### src/rtl/motor_ctrl_pkg.sv
// Shared motor-control definitions: fixed-point coefficient helpers and the
// inverse Clarke sequencer state type.
package motor_ctrl_pkg;

    typedef enum logic [1:0] {
        IDLE = 2'd0,
        MUL  = 2'd1,
        SUM  = 2'd2
    } inv_clarke_state_t;

    localparam longint COEF_SCALE = 64'sd1000000000;

    // Coefficients are kept as 9-digit integers so rounding stays exact in integer math.
    function automatic longint sqrt3_div_2(input int q_bits);
        return (64'sd866025404 * (longint'(1) <<< q_bits) + COEF_SCALE / 2) / COEF_SCALE;
    endfunction

    function automatic longint one_div_sqrt3(input int q_bits);
        return (64'sd577350269 * (longint'(1) <<< q_bits) + COEF_SCALE / 2) / COEF_SCALE;
    endfunction

endpackage

### src/rtl/sat_trunc.sv
// Signed width reduction: saturates when INV_CLARKE_SAT_EN is defined,
// otherwise keeps the low OUT_WIDTH bits (two's-complement wrap).
module sat_trunc #(
    parameter int IN_WIDTH  = 20,
    parameter int OUT_WIDTH = 18
) (
    input  logic signed [IN_WIDTH-1:0]  din,
    output logic signed [OUT_WIDTH-1:0] dout
);

`ifdef INV_CLARKE_SAT_EN
    localparam logic signed [IN_WIDTH-1:0] MAX_V =
        {{(IN_WIDTH-OUT_WIDTH+1){1'b0}}, {(OUT_WIDTH-1){1'b1}}};
    localparam logic signed [IN_WIDTH-1:0] MIN_V =
        {{(IN_WIDTH-OUT_WIDTH+1){1'b1}}, {(OUT_WIDTH-1){1'b0}}};

    always_comb begin
        dout = OUT_WIDTH'(din);
        if (din > MAX_V) begin
            dout = {1'b0, {(OUT_WIDTH-1){1'b1}}};
        end else if (din < MIN_V) begin
            dout = {1'b1, {(OUT_WIDTH-1){1'b0}}};
        end
    end
`else
    assign dout = OUT_WIDTH'(din);
`endif

endmodule

### src/rtl/inv_clarke.sv
// Inverse Clarke transform (alpha, beta) -> (a, b, c) with one shared multiplier.
// Build option INV_CLARKE_SAT_EN selects saturation of b and c instead of wrap.
//
// state | meaning
// IDLE  | waiting for start; inputs captured on accepted start
// MUL   | p = (beta_r * K) >>> Q_BITS registered
// SUM   | a, b, c registered, done pulsed
module inv_clarke
    import motor_ctrl_pkg::*;
#(
    parameter int D_WIDTH = 18,
    parameter int Q_BITS  = 15
) (
    input  logic                      clk,
    input  logic                      rst,
    input  logic signed [D_WIDTH-1:0] alpha,
    input  logic signed [D_WIDTH-1:0] beta,
    input  logic                      start,
    output logic signed [D_WIDTH-1:0] a,
    output logic signed [D_WIDTH-1:0] b,
    output logic signed [D_WIDTH-1:0] c,
    output logic                      busy,
    output logic                      done
);

    localparam int P_W  = D_WIDTH + Q_BITS + 1;
    localparam int PR_W = D_WIDTH + 1;
    localparam int S_W  = D_WIDTH + 2;
    localparam logic signed [Q_BITS:0] K = (Q_BITS+1)'(sqrt3_div_2(Q_BITS));

    inv_clarke_state_t state, next_state;

    logic signed [D_WIDTH-1:0] alpha_r, beta_r;
    logic signed [PR_W-1:0]    p;
    logic signed [P_W-1:0]     prod;
    logic signed [S_W-1:0]     h_ext, p_ext, b_sum, c_sum;
    logic signed [D_WIDTH-1:0] b_fit, c_fit;

    always_ff @(posedge clk) begin
        if (rst) begin
            state <= IDLE;
        end else begin
            state <= next_state;
        end
    end

    always_comb begin
        next_state = state;
        case (state)
            IDLE:    if (start) next_state = MUL;
            MUL:     next_state = SUM;
            SUM:     next_state = IDLE;
            default: next_state = IDLE;
        endcase
    end

    assign busy = (state != IDLE);

    assign prod  = P_W'(beta_r) * P_W'(K);
    assign h_ext = S_W'(alpha_r >>> 1);
    assign p_ext = S_W'(p);
    assign b_sum = p_ext - h_ext;
    assign c_sum = -p_ext - h_ext;

    sat_trunc #(.IN_WIDTH(S_W), .OUT_WIDTH(D_WIDTH)) u_fit_b (.din(b_sum), .dout(b_fit));
    sat_trunc #(.IN_WIDTH(S_W), .OUT_WIDTH(D_WIDTH)) u_fit_c (.din(c_sum), .dout(c_fit));

    always_ff @(posedge clk) begin
        if (rst) begin
            alpha_r <= '0;
            beta_r  <= '0;
            p       <= '0;
            a       <= '0;
            b       <= '0;
            c       <= '0;
            done    <= 1'b0;
        end else begin
            done <= 1'b0;
            case (state)
                IDLE: begin
                    if (start) begin
                        alpha_r <= alpha;
                        beta_r  <= beta;
                    end
                end
                MUL: p <= PR_W'(prod >>> Q_BITS);
                SUM: begin
                    a    <= alpha_r;
                    b    <= b_fit;
                    c    <= c_fit;
                    done <= 1'b1;
                end
                default: ;
            endcase
        end
    end

endmodule

### config.mk
export PLATFORM = sky130hd
export DESIGN_NAME = inv_clarke
export DESIGN_NICKNAME = d
export VERILOG_FILES = /design/src/rtl/motor_ctrl_pkg.sv /design/src/rtl/sat_trunc.sv /design/src/rtl/inv_clarke.sv
export SDC_FILE = /design/constraint.sdc
export NUM_CORES = 1
export LEC_CHECK = 0
export ABC_AREA = 1
export ABC_CLOCK_PERIOD_IN_PS = 6700
export CELL_PAD_IN_SITES_DETAIL_PLACEMENT = 2
export CELL_PAD_IN_SITES_GLOBAL_PLACEMENT = 2
export CORE_ASPECT_RATIO = 0.9
export CORE_MARGIN = 5
export CORE_UTILIZATION = 36
export DETAILED_ROUTE_END_ITERATION = 6
export PLACE_DENSITY = 0.88
export RECOVER_POWER = 50
export SYNTH_ARGS = -nofsm -noshare
export SYNTH_HDL_FRONTEND = slang
export SYNTH_HIERARCHICAL = 1
export SYNTH_SLANG_ARGS = --single-unit
### constraint.sdc
create_clock -name clk -period 6.7 [get_ports clk]
set_input_delay 1.34 -clock clk [delete_from_list [all_inputs] [get_ports clk]]
set_output_delay 1.34 -clock clk [all_outputs]
set_load 0.05 [all_outputs]
# After elaboration in Yosys (flattened, before gate mapping)
# Index checks and enable logic that the tools add are counted.
# totals
regBits,111
input_bits,39
elab_cells,21
out_inout_bits,56
# classes
multipliers,1
muxes,3
n_reduce_logical,3
n_eq_ne,3
add_sub_neg,3
# ops
operator,n
subtractor 18 x 17 -> 18 bit,2
multiplier 18 x 15 -> 32 bit (second input constant),1
negator 18 bit,1
case mux 2 bit (2 select lines),1
== test 2 x 1 -> 1 bit (second input constant),1
== test 2 bit (second input constant),1
zero test 2 bit,1
two-way mux 2 bit,1
!= test 2 bit (second input constant),1
AND reduction 2 bit,1
nonzero test 2 bit,1
two-way mux 1 bit,1

# Logic depth before layout (Yosys ltp)
# depth
word_depth,2
depth_mapped,25
mapped_depth_nobuf,25

# Hierarchy
# Netlist, hierarchy kept.
# modules_own_cells
mod,area_per_inst_um2,cells_per_inst,instances,seq_area_each_um2
inv_clarke,12923.6,1730,1,2242.2
sat_trunc,135.1,18,2,0.0

# Worst setup path before layout
# No wires, ideal clock.
# synth_timing
path_type,register -> register
from,reg beta_r[17]
to,reg p[14]
t_arrival_ps,4991
path_buffers,0
setup_time_ps,117
stages_incl_launch_ff,22
setup_slack_ps,1592
t_required_ps,6583
period_less_slack_ps,5108
path_cell_list,dfxtp_1 -> ha_1 -> inv_1 -> fa_1 -> inv_1 -> fa_1 -> fa_1 -> inv_1 -> fa_1 -> inv_1 -> fa_1 -> inv_1 -> ha_1 -> nand2_1 -> nor2_2 -> inv_1 -> nor3_2 -> nand2_1 -> nand3_1 -> nand2_1 -> nor2_1 -> nor2_1
# synth_between
elab_chain_cells,1
# synth_lines
element,line,source
"start, declared",inv_clarke.sv:33,"logic signed [D_WIDTH-1:0] alpha_r, beta_r;"
"start signal, assigned",inv_clarke.sv:83,beta_r <= beta;
multiplier 18 x 15 -> 32 bit,inv_clarke.sv:59,assign prod = P_W'(beta_r) * P_W'(K);
"end signal, assigned",inv_clarke.sv:86,MUL: p <= PR_W'(prod >>> Q_BITS);
"end, declared",inv_clarke.sv:34,logic signed [PR_W-1:0] p;
# Every way passes these cells.
# A chain may end at the register's enable or synchronous reset.

# Worst setup path in the final report
# layout_timing
from,reg beta_r[17]
to,reg p[16]
# The elaborated chain is that of the path after synthesis.

==> implementation parameters <==
Parameter                              Value

Status
  Status    finished with violations
  Failing checks    max-capacitance violations, max-slew violations

Detailed routing
  Number of iterations in the first detailed-routing pass    5
  Total number of vias    11,100
  Wirelength per Cell    21.4 um
  DR iter-0 viols    467
  Vias per inst    5.04
  Number of nets still failing antenna checks after routing    0
  WL final    47,300 um
  Number of DRC violations after detailed routing    0

Logic synthesis
  Total standard cell area after synthesis    12,800 um^2
  Per-instance average area after synthesis    7.56 um^2
  Post-synthesis cell count    1,689
  Total nets after synthesis    2,026
  Warnings from Yosys    6

Run
  Number of max-cap violations    1

Global route
  Largest net degree at the start of global routing    69
  Initial antenna violation count    0
  Most heavily used metal layer in global routing    met2
  Congestion Overflow GR    0
  Met3 Track Usage GR    3.55%
  Met1 GRT Util    30.6%
  Wire length of the first global-routing pass    73,900 um
  Global Route met2 Usage    43.2%
  Via count of the first global-routing pass    12,800
  Total GRT Usage    24.2%

Timing
  Final slew viol count    69
  Worst clock skew    0.0175 ns
  Final Setup Violations    0
  TNS Setup    0 ns
  Fin crit share    85.2%
  Final Hold Vio Count    0
  Unrepaired setup endpoints after global routing    false
  Actual transition at the worst max-transition pin    2.12 ns
  Peak Freq    175 MHz
  Clock period minus worst slack    5.71 ns
  Max-slew headroom at the worst pin    -41.5%

Finish
  Fraction of final layout cells with drive strength greater than 1    4.55%
  # nets final    2,068
  Ant diodes    0
  Area occupied by multi-input gates    8700 um^2
  Footprint of the flip-flops and latches    2220 um^2
  Filler cells    4,054
  Area added between synthesis and finish    11.5%

CTS
  Number of setup buffers added after CTS    0
  Resize count post-CTS    0
  Buffer levels on the longest clock path    2
  H-Tree Depth    3
  Insertion delay to the later sink of the worst-skew pair    0.39 ns
  TritonCTS Buffers    9
  Buffer cell driving the clock tree root    clkbuf_16
  TritonCTS clock tree    yes
  Post-CTS clock slew at the launch and capture registers of the worst setup and hold paths    0.09 ns
  Number of sinks on the clock net    111
  Total of hold buffers inserted after clock tree synthesis    0

Worst setup path
  CP endpoint kind    flip-flop
  Critical path class    reg2reg
  Critical Path Fanout Max    12
  Critical path arrival    5.99 ns
  Startpoint Class    flip-flop
  Required arrival time at the worst endpoint    6.99 ns

Place
  Placer congestion estimate    0.903
  Detail Placement HPWL    39,500 um
  Port Buf Inserts    94

Floorplan
  Total die area    39,300 um^2
  Number of placed I/O pins    95
  Starting utilization of the core area    36.4%
  Floorplan die width    209 um
  Row count    65
  Die Ht    189 um
  CORE AREA    35,100 um^2

Min path
  Class of the tightest hold or removal check    reg2reg
## through the flow
stage	worst slack (ns)	hold slack (ns)	utilization (%)	instances	area, um^2
2_1_floorplan	1.64	0.456	-	1689	12800
3_3_place_gp	1.34	0.485	39.8	2189	14000
3_5_place_dp	1.04	0.504	39.8	2189	14000
4_1_cts	0.990	0.521	40.6	2205	14200
5_1_grt	0.683	0.556	40.6	2205	14200
6_report	0.991	0.515	40.6	2205	14200
## per-layer routing
metal | vias to the layer above | wire, um
li1 | 5203 | -
met1 | 5649 | 20900
met2 | 211 | 23500
met3 | 61 | 1800
met4 | 0 | 1130
met5 | - | 0
## worst max-delay path, cell delays in order (launching register included)
cell	delay, ns
dfxtp_1	0.74
ha_1	0.36
inv_1	0.24
fa_1	0.48
inv_1	0.09
fa_1	0.45
fa_1	0.57
inv_1	0.06
fa_1	0.54
inv_1	0.06
fa_1	0.50
inv_1	0.05
ha_1	0.41
nand2_1	0.15
nor2_1	0.17
nand2_1	0.14
nor2_1	0.13
nand2_1	0.10
nand3_1	0.11
nand2_1	0.05
nor2_1	0.14
nor2_1	0.05
## worst paths after layout
check / start / endpoint / slack [ns] / depth (start not counted)
max: beta_r[17]$_SDFFE_PP0P_ / p[16]$_SDFFE_PP0N_ / 0.99 / 21
min: b[11]$_SDFFE_PP0P_ / b[11]$_SDFFE_PP0P_ / 0.51 / 2
max reg2reg: beta_r[17]$_SDFFE_PP0P_ / p[16]$_SDFFE_PP0N_ / 0.99 / 21
min reg2reg: b[11]$_SDFFE_PP0P_ / b[11]$_SDFFE_PP0P_ / 0.51 / 2
## cells in the final DEF (no fill, tap or decap), drive strengths merged, types with 2 or more instances in the layout
cell type	instances
inv	388
nand2	267
nor2	194
ha	169
fa	129
o21ai	121
dfxtp	111
a21oi	100
dlygate4sd3	57
nand3	48
clkdlybuf4s50	37
xor2	33
xnor2	14
clkbuf	10
a21o	9
o21bai	9
nand4	7
nor3	7
buf	6
a31oi	5
clkinv	4
a21boi	3
and2	2
## cell type report
| type | instances | share of cell area (%) |
|---|---|---|
| flip-flops and latches | 111 | 15.6 |
| clock buffers | 10 | 1.68 |
| multi-input cells | 1122 | 61.1 |
| repair buffers | 100 | 6.92 |
| clock inverters | 6 | 0.369 |
| well taps | 469 | 4.12 |
| inverters | 387 | 10.2 |
## flip-flops by register name (all words and copies together) (netlist names)
register  cells
state         2
beta_r       18
a            18
c            18
b            18
alpha_r      18
done          1
p            18
Power is left out: the tool's default activity adds up to more than one toggle a clock period on the data nets, which glitch-free logic cannot reach.
==> variant 1: new RTL, same settings <==
Add an input register stage for `alpha`, `beta` and `start`; this delays them by one clock.
--- a/src/rtl/inv_clarke.sv
+++ b/src/rtl/inv_clarke.sv
@@ -28,6 +28,16 @@
     localparam int S_W  = D_WIDTH + 2;
     localparam logic signed [Q_BITS:0] K = (Q_BITS+1)'(sqrt3_div_2(Q_BITS));
 
+    logic signed [D_WIDTH-1:0] alpha_q;
+    logic signed [D_WIDTH-1:0] beta_q;
+    logic start_q;
+
+    always_ff @(posedge clk) begin
+        alpha_q <= alpha;
+        beta_q  <= beta;
+        start_q <= start;
+    end
+
     inv_clarke_state_t state, next_state;
 
     logic signed [D_WIDTH-1:0] alpha_r, beta_r;
@@ -47,7 +57,7 @@
     always_comb begin
         next_state = state;
         case (state)
-            IDLE:    if (start) next_state = MUL;
+            IDLE:    if (start_q) next_state = MUL;
             MUL:     next_state = SUM;
             SUM:     next_state = IDLE;
             default: next_state = IDLE;
@@ -78,9 +88,9 @@
             done <= 1'b0;
             case (state)
                 IDLE: begin
-                    if (start) begin
-                        alpha_r <= alpha;
-                        beta_r  <= beta;
+                    if (start_q) begin
+                        alpha_r <= alpha_q;
+                        beta_r  <= beta_q;
                     end
                 end
                 MUL: p <= PR_W'(prod >>> Q_BITS);
Check against the original RTL: not equivalent (a bounded check fails within 4 cycles, from zero or initial values and one cycle with rst high).
==> variant 1 against the unedited design <==
Highest routed layer unchanged. Final cell count rose by 3.2%. Worst setup slack got worse by 120 ps. Synthesized area rose by 5.4%. Count of clock-buffer cells in the layout is 8 higher. Global-route usage rose by 1.8 points. Critical path depth fell by 1. Cell area up 7.0%. Critical path type unchanged. Largest cell class unchanged. Sequential cell count up 37. Routed wire length rose by 12%.
Power is left out: the tool's default activity adds up to more than one toggle a clock period on the data nets, which glitch-free logic cannot reach.
==> variant 1: results (changes against the unedited design) <==
| Quantity | Value | vs unedited |
|:---|:---|:---|
| Fill cells | 4290 | +5.8% |
| Initial detailed-routing violation count | 616 | +32% |
| Worst Hold Launch | beta_q[13] |  |
| Clock latency reported for the late side of the worst-skew pair | 470 ps | +80 ps |
| Run status | finished, final reports clean |  |
| TritonRoute pass-1 iters | 6 | +1 |
| Met2 routed wirelength | 27100 microns | +15% |
| Placer Congestion | 0.893 | -1.0% |
| Share of final-layout standard cells stronger than drive strength 1 | 3.74% | -0.81 points |
| Via count of the first global-routing pass | 14000 | +9.3% |
| H-tree levels | 4 | +1 |
| Terminus of the critical flop-to-flop path | p[4] |  |
| Met3 track demand over resource | 3.71% | +0.16 points |
| Setup ws final | 867 ps | -124 ps |
| Grt met1 use | 30.8% | +0.19 points |
| Met2 usage | 46.6% | +3.4 points |
| Crit path max fanout | 5 | -7 |
| Count of vias placed by the detailed router | 11800 | +6.2% |
| Worst flop-to-flop path startpoint | beta_r[12] |  |
| Post-synthesis net count | 2070 | +2.2% |
| Final HPWL DP | 40900 microns | +3.5% |
| Post-placement setup slack | 1070 ps | +29.0 ps |
| Post-detailed-route wirelength per cell | 23.3 microns | +8.5% |
| M1 WL | 21600 microns | +3.5% |
| Slew at the pin with the worst max-slew slack | 1420 ps | -706 ps |
| Logic depth of the worst register-to-register path | 20 | -4.8% |
| Global-route wire length before repair | 82600 microns | +12% |
| Number of CTS-inserted buffers | 17 | +8 |
| Maximum number of pins on one net before global-route repair | 73 | +5.8% |
-- variant 1: layout make-up --
cell class	instances	area [sq um]	area share [%]
clock buffers	18	439	2.88
clock inverters	13	164	1.08
inverters	394	1480	9.70
multi-input cells	1122	8620	56.6
flip-flops and latches	148	2960	19.4
well taps	483	604	3.96
repair buffers	98	971	6.37
-- variant 1: worst max-delay path, cell delays in order (launching register included) --
cell and delay (ps):
sky130_fd_sc_hd__dfxtp_1 480, sky130_fd_sc_hd__ha_1 360, sky130_fd_sc_hd__inv_1 140, sky130_fd_sc_hd__fa_1 550, sky130_fd_sc_hd__inv_1 60, sky130_fd_sc_hd__fa_1 610
sky130_fd_sc_hd__fa_1 520, sky130_fd_sc_hd__fa_1 560, sky130_fd_sc_hd__inv_1 100, sky130_fd_sc_hd__fa_1 630, sky130_fd_sc_hd__inv_1 80, sky130_fd_sc_hd__ha_1 420
sky130_fd_sc_hd__nand2_2 140, sky130_fd_sc_hd__nor2_2 200, sky130_fd_sc_hd__inv_1 110, sky130_fd_sc_hd__o21bai_1 260, sky130_fd_sc_hd__inv_1 120, sky130_fd_sc_hd__nand2_1 120
sky130_fd_sc_hd__nor2_1 50, sky130_fd_sc_hd__o21ai_0 160, sky130_fd_sc_hd__inv_1 50
-- variant 1: metrics by stage --
| step | utilization (%) | instance area [sq um] | hold WS [ps] | instances |
|---|---|---|---|---|
| finish | 41.1 | 15200 | 494 | 2276 |
| global route | 41.1 | 15200 | 528 | 2276 |
| CTS | 41.1 | 15200 | 490 | 2276 |
| detailed placement | 39.5 | 14600 | 475 | 2245 |
| global placement | 39.5 | 14600 | 464 | 2245 |
| floorplan | - | 13500 | 454 | 1733 |
==> variant 2: new RTL, same flow settings <==
Without the edit above. Set the parameter `D_WIDTH` to 26 (it was 18).
--- a/src/rtl/inv_clarke.sv
+++ b/src/rtl/inv_clarke.sv
@@ -8,7 +8,7 @@
 module inv_clarke
     import motor_ctrl_pkg::*;
 #(
-    parameter int D_WIDTH = 18,
+    parameter int D_WIDTH = 26,
     parameter int Q_BITS  = 15
 ) (
     input  logic                      clk,
Interface: changed (5 resized); port bits go from 95 to 135. No check against the original RTL was run, so the function may have changed too.
==> variant 2 against the unedited design <==
The run still ends with max-capacitance violations, max-slew violations left. Cell area is 38% higher. Via count up 36%. Routed wire length increased by 37%. Worst setup slack improved by 80 ps. Sequential cell count grew 48. Synthesized area rose by 37%. Fmax is 1.4% higher. Utilization up 0.43 points. Critical path type unchanged. Largest cell class unchanged.
Power is left out: the tool's default activity adds up to more than one toggle a clock period on the data nets, which glitch-free logic cannot reach.
==> variant 2: results (changes against the unedited design) <==
| Quantity | Value | vs unedited |
|:---|:---|:---|
| Clock latency reported for the late side of the worst-skew pair | 500 ps | +110 ps |
| Violated checks | max-capacitance violations, max-slew violations |  |
| Synth warn | 6 | unchanged |
| Worst flop-to-flop path startpoint | beta_r[7] |  |
| Number of gates resized after CTS | 0 | unchanged |
| Via count of the first global-routing pass | 17600 | +38% |
| Max-Slew Margin vs Limit | -19.2% | +22 points |
| Maximum number of pins on one net before global-route repair | 100 | +45% |
| Global-route wire length before repair | 102000 microns | +37% |
| Placer Congestion | 0.934 | +3.5% |
| Number of cells on the worst hold path | 2 | unchanged |
| Post-synthesis net count | 2721 | +34% |
| Diode count | 0 | unchanged |
| Worst EP arrival | 6020 ps | +30 ps |
| Initial detailed-routing violation count | 604 | +29% |
| Number of placed cells counting well taps | 2925 | +34% |
| Post-detailed-route wirelength per cell | 21.9 microns | +2.0% |
| Port bufs | 134 | +43% |
| Share of final-layout standard cells stronger than drive strength 1 | 3.60% | -0.95 points |
| Clock slew at reported path FFs | 80 ps |  |
| Number of CTS-inserted buffers | 17 | +8 |
| Run status | complete, but fails checks |  |
| Mapped Cells | 2258 | +34% |
| Number of buffers between clock root and the deepest sink | 2 | unchanged |
| Hold EP | alpha_r[0] |  |
| Total of max-cap violations | 2 | +1 |
| Count of vias placed by the detailed router | 15100 | +36% |
| Antenna violations before repair | 0 | unchanged |
| Reg2Reg Setup Slack | 1070 ps | +80 ps |
| Worst Hold Launch | alpha_r[0] |  |
| H-tree levels | 4 | +1 |
| Clock root buffer master | sky130_fd_sc_hd__clkbuf_16 |  |
| TritonRoute pass-1 iters | 6 | +1 |
| Final HPWL DP | 54900 microns | +39% |
| Crit path max fanout | 6 | -6 |
| Number of max-slew violations in the final report | 145 | +110% |
| Hold crit path type | reg -> reg |  |
| Setup Fix Bufs, Post-CTS | 0 | unchanged |
| Setup Skew | 15.3 ps | -2.17 ps |
| All-Layer GR Usage | 24.7% | +0.51 points |
| Logic depth of the worst register-to-register path | 20 | -4.8% |
| Number of non-filler instances in the completed layout | 2957 | +34% |
| Number of nets in the final layout | 2783 | +35% |
| Terminus of the critical flop-to-flop path | p[19] |  |
variant 2: cell count changes in the layout (fill, tap and decap cells not counted), sizes merged, moves of 46 or more:
cell and change:
inv +99, nor2 +94, o21ai +83, a21oi +77, fa +64, dfxtp +48
ha +46
variant 2: how the worst max path moves through the flow:
stage | startpoint | endpoint | slack, ps
after floorplan | beta_r[25] | p[14] | 1710
after global placement | beta_r[24] | p[14] | 1230
after detailed placement | beta_r[24] | p[14] | 1060
after CTS | beta_r[24] | p[14] | 1050
after global routing | beta_r[24] | p[14] | 720
final | beta_r[7] | p[19] | 1070
variant 2: cell type report:
class	instances	area, sq um
Multi-Input combinational cell	1519	12000
Tap cell	624	781
Timing Repair Buffer	143	1400
Fill cell	5514	28300
Clock buffer	17	425
Clock inverter	15	146
Inverter	480	1800
Sequential cell	159	3180
variant 2: layer usage:
layer,share of wire [%],vias to the layer above,track usage (%)
li1,-,7091,-
met1,45,7632,31.2
met2,48,254,42.4
met3,3.6,112,5.03
met4,3.3,0,8.36
met5,0,-,0
variant 2: critical path, stage by stage, from the launching register on:
cell                      delay [ps]
sky130_fd_sc_hd__dfxtp_1         500
sky130_fd_sc_hd__ha_1            410
sky130_fd_sc_hd__xor2_1          200
sky130_fd_sc_hd__ha_1            220
sky130_fd_sc_hd__a21o_1          180
sky130_fd_sc_hd__fa_1            520
sky130_fd_sc_hd__fa_1            580
sky130_fd_sc_hd__fa_1            520
sky130_fd_sc_hd__inv_1            60
sky130_fd_sc_hd__fa_1            510
sky130_fd_sc_hd__inv_1            50
sky130_fd_sc_hd__ha_1            420
sky130_fd_sc_hd__nand2_1         140
sky130_fd_sc_hd__o21ai_0         380
sky130_fd_sc_hd__nor2_1          100
sky130_fd_sc_hd__nand2_1         240
sky130_fd_sc_hd__nand4_1         190
sky130_fd_sc_hd__nand3_1         120
sky130_fd_sc_hd__nand3_1          80
sky130_fd_sc_hd__nand2_1          70
sky130_fd_sc_hd__inv_1            40
variant 2: stage by stage:
stage	instance area [sq um]	hold slack, ps	setup WS, ps	utilization [%]
2_1_floorplan	17500	456	1710	-
3_3_place_gp	19200	471	1230	39.9
3_5_place_dp	19200	493	1060	39.9
4_1_cts	19700	510	1050	41.1
5_1_grt	19700	540	719	41.1
6_report	19700	509	1070	41.1
